===== config.mk =====
export PLATFORM = sky130hd
export DESIGN_NAME = mem_arbiter_flat
export DESIGN_NICKNAME = d
export VERILOG_FILES = /design/src/rtl/mem_arbiter_if.sv /design/src/rtl/mem_arbiter.sv /design/src/flat_wrapper.sv
export SDC_FILE = /design/constraint.sdc
export NUM_CORES = 1
export LEC_CHECK = 0
export CAP_MARGIN = 10
export CORE_ASPECT_RATIO = 1.1
export CORE_MARGIN = 1
export CORE_UTILIZATION = 44
export CTS_BUF_LIST = sky130_fd_sc_hd__clkbuf_8 sky130_fd_sc_hd__clkbuf_16
export DETAILED_ROUTE_END_ITERATION = 6
export PLACE_DENSITY_LB_ADDON = 0.1
export SYNTH_ARGS = -nofsm -noshare
export SYNTH_HDL_FRONTEND = slang
export SYNTH_SLANG_ARGS = --single-unit
export TNS_END_PERCENT = 100

===== constraint.sdc =====
create_clock -name clk -period 6.2 [get_ports clk]
set_clock_uncertainty 0.15 [all_clocks]
set_input_delay 1.86 -clock clk [delete_from_list [all_inputs] [get_ports clk]]
set_output_delay 1.86 -clock clk [all_outputs]
set_load 0.01 [all_outputs]

===== src/rtl/mem_arbiter_if.sv =====
// Request/memory bus bundle for mem_arbiter: fetch port, data port and memory side.
// The slave modport is the arbiter's view; master is the requester/memory environment.
interface mem_arbiter_if;
    localparam int unsigned AW = 32;
    localparam int unsigned DW = 32;

    logic          if_req;
    logic [AW-1:0] if_addr;
    logic          if_ready;
    logic          if_done;
    logic [DW-1:0] if_rdata;

    logic          d_req;
    logic          d_we;
    logic [AW-1:0] d_addr;
    logic [DW-1:0] d_wdata;
    logic          d_ready;
    logic          d_done;
    logic [DW-1:0] d_rdata;

    logic          mem_req;
    logic          mem_we;
    logic [AW-1:0] mem_addr;
    logic [DW-1:0] mem_wdata;
    logic          mem_ack;
    logic [DW-1:0] mem_rdata;

    logic          err;

    modport slave (
        input  if_req, if_addr, d_req, d_we, d_addr, d_wdata, mem_ack, mem_rdata,
        output if_ready, if_done, if_rdata, d_ready, d_done, d_rdata,
               mem_req, mem_we, mem_addr, mem_wdata, err
    );

    modport master (
        output if_req, if_addr, d_req, d_we, d_addr, d_wdata, mem_ack, mem_rdata,
        input  if_ready, if_done, if_rdata, d_ready, d_done, d_rdata,
               mem_req, mem_we, mem_addr, mem_wdata, err
    );
endinterface


===== src/rtl/mem_arbiter.sv =====
// Two-port (instruction fetch / data) arbiter onto a single request/ack memory port,
// with fetch anti-starvation and a memory-ack timeout that aborts with an err pulse.
module mem_arbiter #(
    parameter int unsigned STARVE_MAX = 4,
    parameter int unsigned TIMEOUT    = 15
) (
    input  logic         clk,
    input  logic         rst,
    mem_arbiter_if.slave bus
);
    localparam int unsigned AW = 32;
    localparam int unsigned DW = 32;
    localparam int unsigned SW = $clog2(STARVE_MAX + 1);
    localparam int unsigned TW = $clog2(TIMEOUT + 1);

    typedef enum logic {S_IDLE, S_WAIT} state_e;
    typedef enum logic {OWN_DATA, OWN_FETCH} owner_e;

    state_e        state_q,      state_d;
    owner_e        owner_q,      owner_d;
    logic [SW-1:0] starve_cnt_q, starve_cnt_d;
    logic [TW-1:0] timer_q,      timer_d;
    logic          mem_req_q,    mem_req_d;
    logic          mem_we_q,     mem_we_d;
    logic [AW-1:0] mem_addr_q,   mem_addr_d;
    logic [DW-1:0] mem_wdata_q,  mem_wdata_d;
    logic          if_done_q,    if_done_d;
    logic          d_done_q,     d_done_d;
    logic          err_q,        err_d;
    logic [DW-1:0] if_rdata_q,   if_rdata_d;
    logic [DW-1:0] d_rdata_q,    d_rdata_d;

    logic starved_c;
    logic grant_fetch_c;
    logic grant_data_c;

    // Grant decision: only in IDLE, forced to fetch once data has won STARVE_MAX times in a row.
    always_comb begin
        starved_c     = (starve_cnt_q == SW'(STARVE_MAX));
        grant_fetch_c = 1'b0;
        grant_data_c  = 1'b0;
        if (!rst && state_q == S_IDLE) begin
            if (bus.if_req && (starved_c || !bus.d_req)) begin
                grant_fetch_c = 1'b1;
            end else if (bus.d_req) begin
                grant_data_c = 1'b1;
            end
        end
    end

    always_comb begin
        state_d      = state_q;
        owner_d      = owner_q;
        starve_cnt_d = starve_cnt_q;
        timer_d      = timer_q;
        mem_req_d    = mem_req_q;
        mem_we_d     = mem_we_q;
        mem_addr_d   = mem_addr_q;
        mem_wdata_d  = mem_wdata_q;
        if_done_d    = 1'b0;
        d_done_d     = 1'b0;
        err_d        = 1'b0;
        if_rdata_d   = if_rdata_q;
        d_rdata_d    = d_rdata_q;

        // Starvation counter tracks data wins only while a fetch is actually waiting.
        if (!bus.if_req || grant_fetch_c) begin
            starve_cnt_d = '0;
        end else if (grant_data_c && !starved_c) begin
            starve_cnt_d = starve_cnt_q + SW'(1);
        end

        unique case (state_q)
            S_IDLE: begin
                if (grant_fetch_c) begin
                    state_d     = S_WAIT;
                    owner_d     = OWN_FETCH;
                    timer_d     = TW'(1);
                    mem_req_d   = 1'b1;
                    mem_we_d    = 1'b0;
                    mem_addr_d  = bus.if_addr;
                    mem_wdata_d = '0;
                end else if (grant_data_c) begin
                    state_d     = S_WAIT;
                    owner_d     = OWN_DATA;
                    timer_d     = TW'(1);
                    mem_req_d   = 1'b1;
                    mem_we_d    = bus.d_we;
                    mem_addr_d  = bus.d_addr;
                    mem_wdata_d = bus.d_wdata;
                end
            end
            S_WAIT: begin
                // An ack on the final timer cycle still counts as a normal completion.
                if (mem_req_q && bus.mem_ack) begin
                    state_d   = S_IDLE;
                    timer_d   = '0;
                    mem_req_d = 1'b0;
                    if (owner_q == OWN_FETCH) begin
                        if_done_d  = 1'b1;
                        if_rdata_d = bus.mem_rdata;
                    end else begin
                        d_done_d = 1'b1;
                        if (!mem_we_q) begin
                            d_rdata_d = bus.mem_rdata;
                        end
                    end
                end else if (timer_q == TW'(TIMEOUT)) begin
                    state_d   = S_IDLE;
                    timer_d   = '0;
                    mem_req_d = 1'b0;
                    err_d     = 1'b1;
                    if (owner_q == OWN_FETCH) begin
                        if_done_d  = 1'b1;
                        if_rdata_d = '0;
                    end else begin
                        d_done_d  = 1'b1;
                        d_rdata_d = '0;
                    end
                end else begin
                    timer_d = timer_q + TW'(1);
                end
            end
            default: state_d = S_IDLE;
        endcase
    end

    always_ff @(posedge clk) begin
        if (rst) begin
            state_q      <= S_IDLE;
            owner_q      <= OWN_DATA;
            starve_cnt_q <= '0;
            timer_q      <= '0;
            mem_req_q    <= 1'b0;
            mem_we_q     <= 1'b0;
            mem_addr_q   <= '0;
            mem_wdata_q  <= '0;
            if_done_q    <= 1'b0;
            d_done_q     <= 1'b0;
            err_q        <= 1'b0;
            if_rdata_q   <= '0;
            d_rdata_q    <= '0;
        end else begin
            state_q      <= state_d;
            owner_q      <= owner_d;
            starve_cnt_q <= starve_cnt_d;
            timer_q      <= timer_d;
            mem_req_q    <= mem_req_d;
            mem_we_q     <= mem_we_d;
            mem_addr_q   <= mem_addr_d;
            mem_wdata_q  <= mem_wdata_d;
            if_done_q    <= if_done_d;
            d_done_q     <= d_done_d;
            err_q        <= err_d;
            if_rdata_q   <= if_rdata_d;
            d_rdata_q    <= d_rdata_d;
        end
    end

    assign bus.if_ready  = grant_fetch_c;
    assign bus.d_ready   = grant_data_c;
    assign bus.if_done   = if_done_q;
    assign bus.if_rdata  = if_rdata_q;
    assign bus.d_done    = d_done_q;
    assign bus.d_rdata   = d_rdata_q;
    assign bus.mem_req   = mem_req_q;
    assign bus.mem_we    = mem_we_q;
    assign bus.mem_addr  = mem_addr_q;
    assign bus.mem_wdata = mem_wdata_q;
    assign bus.err       = err_q;

endmodule


===== src/flat_wrapper.sv =====
// flat-port wrapper written by rule: the top's interface ports become plain ports
module mem_arbiter_flat 
#(
    parameter int unsigned STARVE_MAX = 4,
    parameter int unsigned TIMEOUT    = 15
)
  (clk, rst, bus_if_req, bus_if_addr, bus_d_req, bus_d_we, bus_d_addr, bus_d_wdata, bus_mem_ack, bus_mem_rdata, bus_if_ready, bus_if_done, bus_if_rdata, bus_d_ready, bus_d_done, bus_d_rdata, bus_mem_req, bus_mem_we, bus_mem_addr, bus_mem_wdata, bus_err);
  mem_arbiter_if bus_i ();
  input  logic clk;
  input  logic rst;
  input wire logic [$bits(bus_i.if_req)-1:0] bus_if_req;
  input wire logic [$bits(bus_i.if_addr)-1:0] bus_if_addr;
  input wire logic [$bits(bus_i.d_req)-1:0] bus_d_req;
  input wire logic [$bits(bus_i.d_we)-1:0] bus_d_we;
  input wire logic [$bits(bus_i.d_addr)-1:0] bus_d_addr;
  input wire logic [$bits(bus_i.d_wdata)-1:0] bus_d_wdata;
  input wire logic [$bits(bus_i.mem_ack)-1:0] bus_mem_ack;
  input wire logic [$bits(bus_i.mem_rdata)-1:0] bus_mem_rdata;
  output wire logic [$bits(bus_i.if_ready)-1:0] bus_if_ready;
  output wire logic [$bits(bus_i.if_done)-1:0] bus_if_done;
  output wire logic [$bits(bus_i.if_rdata)-1:0] bus_if_rdata;
  output wire logic [$bits(bus_i.d_ready)-1:0] bus_d_ready;
  output wire logic [$bits(bus_i.d_done)-1:0] bus_d_done;
  output wire logic [$bits(bus_i.d_rdata)-1:0] bus_d_rdata;
  output wire logic [$bits(bus_i.mem_req)-1:0] bus_mem_req;
  output wire logic [$bits(bus_i.mem_we)-1:0] bus_mem_we;
  output wire logic [$bits(bus_i.mem_addr)-1:0] bus_mem_addr;
  output wire logic [$bits(bus_i.mem_wdata)-1:0] bus_mem_wdata;
  output wire logic [$bits(bus_i.err)-1:0] bus_err;
  assign bus_i.if_req = bus_if_req;
  assign bus_i.if_addr = bus_if_addr;
  assign bus_i.d_req = bus_d_req;
  assign bus_i.d_we = bus_d_we;
  assign bus_i.d_addr = bus_d_addr;
  assign bus_i.d_wdata = bus_d_wdata;
  assign bus_i.mem_ack = bus_mem_ack;
  assign bus_i.mem_rdata = bus_mem_rdata;
  assign bus_if_ready = bus_i.if_ready;
  assign bus_if_done = bus_i.if_done;
  assign bus_if_rdata = bus_i.if_rdata;
  assign bus_d_ready = bus_i.d_ready;
  assign bus_d_done = bus_i.d_done;
  assign bus_d_rdata = bus_i.d_rdata;
  assign bus_mem_req = bus_i.mem_req;
  assign bus_mem_we = bus_i.mem_we;
  assign bus_mem_addr = bus_i.mem_addr;
  assign bus_mem_wdata = bus_i.mem_wdata;
  assign bus_err = bus_i.err;
  mem_arbiter #(.STARVE_MAX(STARVE_MAX), .TIMEOUT(TIMEOUT)) u_core (.clk(clk), .rst(rst), .bus(bus_i));
endmodule

# Word level (Yosys, flattened, before mapping)
# Index checks and enable logic that the tools add are counted.
[word_totals]
regBits = 142
input_bits = 134
out_inout_bits = 135
elab_cells = 85
[classes]
add_sub_neg = 2
n_eq_ne = 5
n_mux = 44
n_bitwise = 2
reduce_logical = 19
[ops]
columns = ["operator", "n"]
rows = [
  ["$mux W32", 13],
  ["$mux W1", 24],
  ["$mux W4", 4],
  ["$pmux W4 S2", 1],
  ["$add A4 B1 Y4 const B", 1],
  ["$eq A4 B4 Y1 const B", 1],
  ["$logic_and A1 B1 Y1", 4],
  ["$logic_not A1 Y1", 4],
  ["$pmux W1 S2", 2],
  ["$reduce_and A2 Y1", 2],
  ["$reduce_and A4 Y1", 1],
  ["$reduce_bool A2 Y1", 2],
  ["$reduce_or A2 Y1", 2],
  ["$add A3 B1 Y3 const B", 1],
  ["$eq A3 B3 Y1 const B", 1],
  ["$ne A3 B1 Y1 const B", 1],
  ["$ne A3 B3 Y1 const B", 1],
  ["$reduce_and A3 Y1", 1],
  ["$reduce_or A3 Y1", 1],
  ["$logic_or A1 B1 Y1", 2],
  ["$ne A2 B2 Y1 const B", 1],
  ["$not A1 Y1", 2],
]

# Longest topological paths before layout
[depth]
ltp_word = 8
ltp_mapped = 7
mapped_depth_nobuf = 5

# Worst setup path after synthesis
# No wires, ideal clock.
[synth_timing]
path_kind = "in2out"
from = "input rst"
to = "output bus_d_ready"
arrival_ns = 2.863
t_required_ns = 4.190
slack_ns = 1.327
stages = 5
path_buffers = 3
cell_sequence = "buf_2 -> or3b_1 -> buf_2 -> buf_2 -> a21oi_1"
[synth_via]
elab_chain_len = 3
[synth_rtl]
columns = ["element", "line_no", "rtl"]
rows = [
  ["start, declared", "flat_wrapper.sv:10", "input logic rst;"],
  ["$logic_not A1 Y1", "mem_arbiter.sv:42", "if (!rst && state_q == S_IDLE) begin"],
  ["$logic_and A1 B1 Y1", "mem_arbiter.sv:42", ""],
  ["$mux W1", "mem_arbiter.sv:42", ""],
  ["end, declared", "flat_wrapper.sv:22", "output wire logic [$bits(bus_i.d_ready)-1:0] bus_d_ready;"],
]
# No other way between the ends.

# Final worst setup path
[layout_timing]
from = "input bus_d_req"
to = "output bus_if_ready"
[layout_via]
elab_chain_len = 5
[layout_rtl]
columns = ["element", "line_no", "rtl"]
rows = [
  ["start, declared", "flat_wrapper.sv:13", "input wire logic [$bits(bus_i.d_req)-1:0] bus_d_req;"],
  ["$logic_not A1 Y1", "mem_arbiter.sv:43", "if (bus.if_req && (starved_c || !bus.d_req)) begin"],
  ["$logic_or A1 B1 Y1", "mem_arbiter.sv:43", ""],
  ["$logic_and A1 B1 Y1", "mem_arbiter.sv:43", ""],
  ["$mux W1", "mem_arbiter.sv:43", ""],
  ["$mux W1", "mem_arbiter.sv:42", ""],
  ["end, declared", "flat_wrapper.sv:19", "output wire logic [$bits(bus_i.if_ready)-1:0] bus_if_ready;"],
]
# No other way between the ends.

==> flow_summary.json <==
{
  "outcome": "completed",
  "n_antenna_cell": 0,
  "path_cells": "clkdlybuf4s50_1 -> a21bo_2 -> and2_1 -> clkdlybuf4s50_1",
  "cts_resized": 0,
  "finalHoldViolations": 0,
  "core_area_um2": 12200,
  "r2r_setup_slack_ns": 3.53,
  "wl_met1_mm": 6.86,
  "cap_violations": 0,
  "avgSynthCellArea_um2": 9.02,
  "slowest_delay_ns": 0.69,
  "grt_max_degree": 69,
  "antenna_found_initial": 0,
  "cts-hold-fix-buffers": 0,
  "drive_gt1_share_pct": 5.85,
  "clock_sinks": 142,
  "setup_tns_ns": 0,
  "place_hpwl_mm": 11.9,
  "slew_viol_final": 0,
  "finalNonFillerCells": 1026,
  "synth_nets": 759,
  "insertion_delay_ns": 0.41,
  "cts_made_buffers": 17,
  "drt_iter0_markers": 376,
  "synth-main-ff-cell": "dfxtp_1",
  "synth.top_cell.area_share_pct": 50.7,
  "power_density_nw_per_um2": 253,
  "antenna_left": 0,
  "cp_slowest_cell": "a21bo_2",
  "critPathArrivalTime_ns": 3.85,
  "rsz0062_at_grt": "no",
  "synthCells": 622,
  "area_delta_synth_final_pct": 57.9,
  "cts_tree": "built",
  "start_kind": "input port",
  "place_area_um2": 8250,
  "grt_use_total_pct": 26.1,
  "path_common_cell": "clkdlybuf4s50_1",
  "ys_top_cells_by_area": "dfxtp_1, nand3_1, nand2_1, mux2i_1, a22o_1",
  "worstSetupPathType": "in2out",
  "portBuffers": 268,
  "grt_pass1_vias": 5509,
  "period_share_pct": 94.5,
  "internal-power_uw": 1740,
  "grt.overflow.total": 0,
  "fillers": 935,
  "async_flop_share_pct": 0,
  "place_inst": 994,
  "setup_viol": 0,
  "drt-pass1-iter-count": 5,
  "synth_top_area_cell": "dfxtp_1",
  "hp-class": "reg2reg",
  "rows": 42,
  "timing.rr.start": "u_core.state_q",
  "yosysWarnings": 0,
  "ys_seq_elements": 142,
  "drt-total-wl_mm": 17.3,
  "leakagePower_uw": 0.00329,
  "drc": 0,
  "r2r_cells": 4,
  "die_h_um": 120,
  "p_sw_share_pct": 22.3,
  "rr_endpoint": "u_core.bus.if_rdata[1]",
  "grt_pass1_wl_mm": 26.9,
  "clockPowerShare_pct": 45.4,
  "multi_input_area_um2": 2450,
  "route.met2.wl_mm": 8.47,
  "wire_per_inst_um": 16.8,
  "dieArea_um2": 13200,
  "synth_cell_types": 41,
  "critical_path_required_ns": 4.19,
  "clockBufferDepth": 2,
  "io_pins": 269,
  "cp-endpoint": "bus_if_ready",
  "start_util_pct": 45.8,
  "post_cts_buffers": 0,
  "clockRootBuffer": "clkbuf_16",
  "worstMarginPinSlew_ns": 1.17,
  "fin_crit_ns": 5.86,
  "synth_area_um2": 5610,
  "synth_edf_count": 0,
  "nets": 997,
  "end_kind": "output pin",
  "min_path_cells": 2,
  "crit_path_start": "bus_d_req",
  "pwr-share-comb_pct": 11.9,
  "place.gp.congestion": 0.790,
  "fmaxAchievable_mhz": 171,
  "path_max_fanout": 35,
  "wl_met3_mm": 1.42,
  "netSwitchingPower_uw": 501,
  "viasPerCell": 5.49,
  "final_area_um2": 8860,
  "slew_headroom_pct": 21.4,
  "die_width_um": 110,
  "cts.clk_slew.worst_paths_ns": 0.06,
  "irDropWorstVdd_v": 0.000146,
  "seq_area_um2": 2840,
  "ys_seq_area_share_pct": 50.7,
  "seq_power_share_pct": 42.7,
  "highest_layer": "met4",
  "htree_levels": 4,
  "vias": 5636
}
==> sequential cells by signal (all words and copies together), names as in the netlist <==
| signal | flops |
|---|---|
| u_core.bus.mem_addr | 32 |
| u_core.bus.d_done | 1 |
| u_core.bus.if_rdata | 32 |
| u_core.state_q | 1 |
| u_core.bus.if_done | 1 |
| u_core.bus.mem_wdata | 32 |
| u_core.bus.mem_we | 1 |
| u_core.bus.mem_req | 1 |
| u_core.starve_cnt_q | 3 |
| u_core.bus.err | 1 |
| u_core.timer_q | 4 |
| u_core.bus.d_rdata | 32 |
| u_core.owner_q | 1 |
==> worst min path at each step <==
stage | start | slack (ns) | endpoint
final | u_core.bus.mem_wdata[28] | 0.30 | u_core.bus.mem_wdata[28]
after global routing | u_core.bus.mem_wdata[28] | 0.32 | u_core.bus.mem_wdata[28]
after CTS | u_core.bus.mem_wdata[28] | 0.30 | u_core.bus.mem_wdata[28]
after detailed placement | u_core.bus.mem_wdata[28] | 0.30 | u_core.bus.mem_wdata[28]
after global placement | u_core.bus.mem_wdata[28] | 0.29 | u_core.bus.mem_wdata[28]
after floorplan | u_core.timer_q[2] | 0.30 | u_core.bus.err
==> per-stage QoR <==
stage | worst slack, ns | util (%) | power (uW) | hold WS [ns]
final | 0.340 | 72.3 | 2240 | 0.303
after CTS | 0.335 | 72.2 | 2250 | 0.303
after global placement | 0.359 | 67.4 | 1230 | 0.294
after floorplan | 1.33 | - | 1080 | 0.305
after global routing | 0.244 | 72.3 | 2310 | 0.322
after detailed placement | 0.337 | 67.4 | 1240 | 0.296
==> logic make-up (layout without fill, tap and decap cells) <==
logic type | count (synthesis) | in the layout | share of synthesized area (%)
adders and majority gates | 3 | 3 | 0.669
DFF | 142 | 142 | 50.7
and+or+nand+nor | 209 | 209 | 17.6
muxes | 32 | 32 | 5.71
buffers and inverters | 65 | 315 | 5.98
AOI/OAI and AO/OA | 171 | 171 | 19.4
==> layout make-up <==
cell class | count | area share (%)
Multi-Input combinational cell | 415 | 27.7
Timing Repair Buffer | 277 | 31.1
Clock inverter | 11 | 1.41
Clock buffer | 20 | 5.27
Inverter | 7 | 0.297
Tap cell | 154 | 2.18
Sequential cell | 142 | 32.1
==> cells in the mapped netlist (2+ instances only) <==
| library cell | instances |
|---|---|
| buf_4 | 6 |
| a21oi_2 | 3 |
| buf_2 | 19 |
| nand2_1 | 99 |
| ha_1 | 3 |
| o21ai_0 | 53 |
| nand3b_1 | 2 |
| clkbuf_1 | 27 |
| nand3_1 | 88 |
| a31oi_1 | 35 |
| a22o_1 | 32 |
| mux2i_1 | 32 |
| o21bai_1 | 2 |
| nor2_1 | 3 |
| a21bo_2 | 2 |
| a21oi_1 | 36 |
| nor3_1 | 3 |
| and2_1 | 2 |
| dfxtp_1 | 142 |
| inv_1 | 7 |
| buf_6 | 6 |
==> cells in the final DEF (no fill, tap or decap), types with 2 or more instances in the layout <==
cell             count
nand2_1             99
dfxtp_1            142
and2_1               2
a21oi_1             36
nor2_1               2
bufinv_16            3
inv_1               11
o21ai_0             53
nand3b_1             2
clkdlybuf4s50_1    267
a22o_1              32
clkinv_2             4
ha_1                 3
mux2i_1             32
a21bo_2              2
a31oi_1             35
clkbuf_8             3
nor3_1               3
a21oi_2              3
buf_4                8
nor3b_4              2
o21bai_1             2
clkbuf_16           17
nand3_1             87
==> worst max-delay path: cells and delay by family <==
family / cells / cell delay [ns]
buf+inv: 2 / 1.06
simple gates: 1 / 0.24
compound gates: 1 / 0.69
==> power by group through the flow <==
stage          registers, uW  logic (uW)  clock network (uW)
3_3_place_gp             974         261                   0
4_1_cts                  956         266                1030
6_report                 956         266                1020
2_1_floorplan            983        97.9                   0
5_1_grt                  959         286                1070
3_5_place_dp             975         264                   0
==> metal layers <==
layer / up-vias / global-route usage, %
met5: - / 0
met1: 2638 / 29.8
li1: 2691 / -
met2: 266 / 44.2
met4: 0 / 12.0
met3: 41 / 7.82
Note: power is estimated with default switching activity, not from simulation.
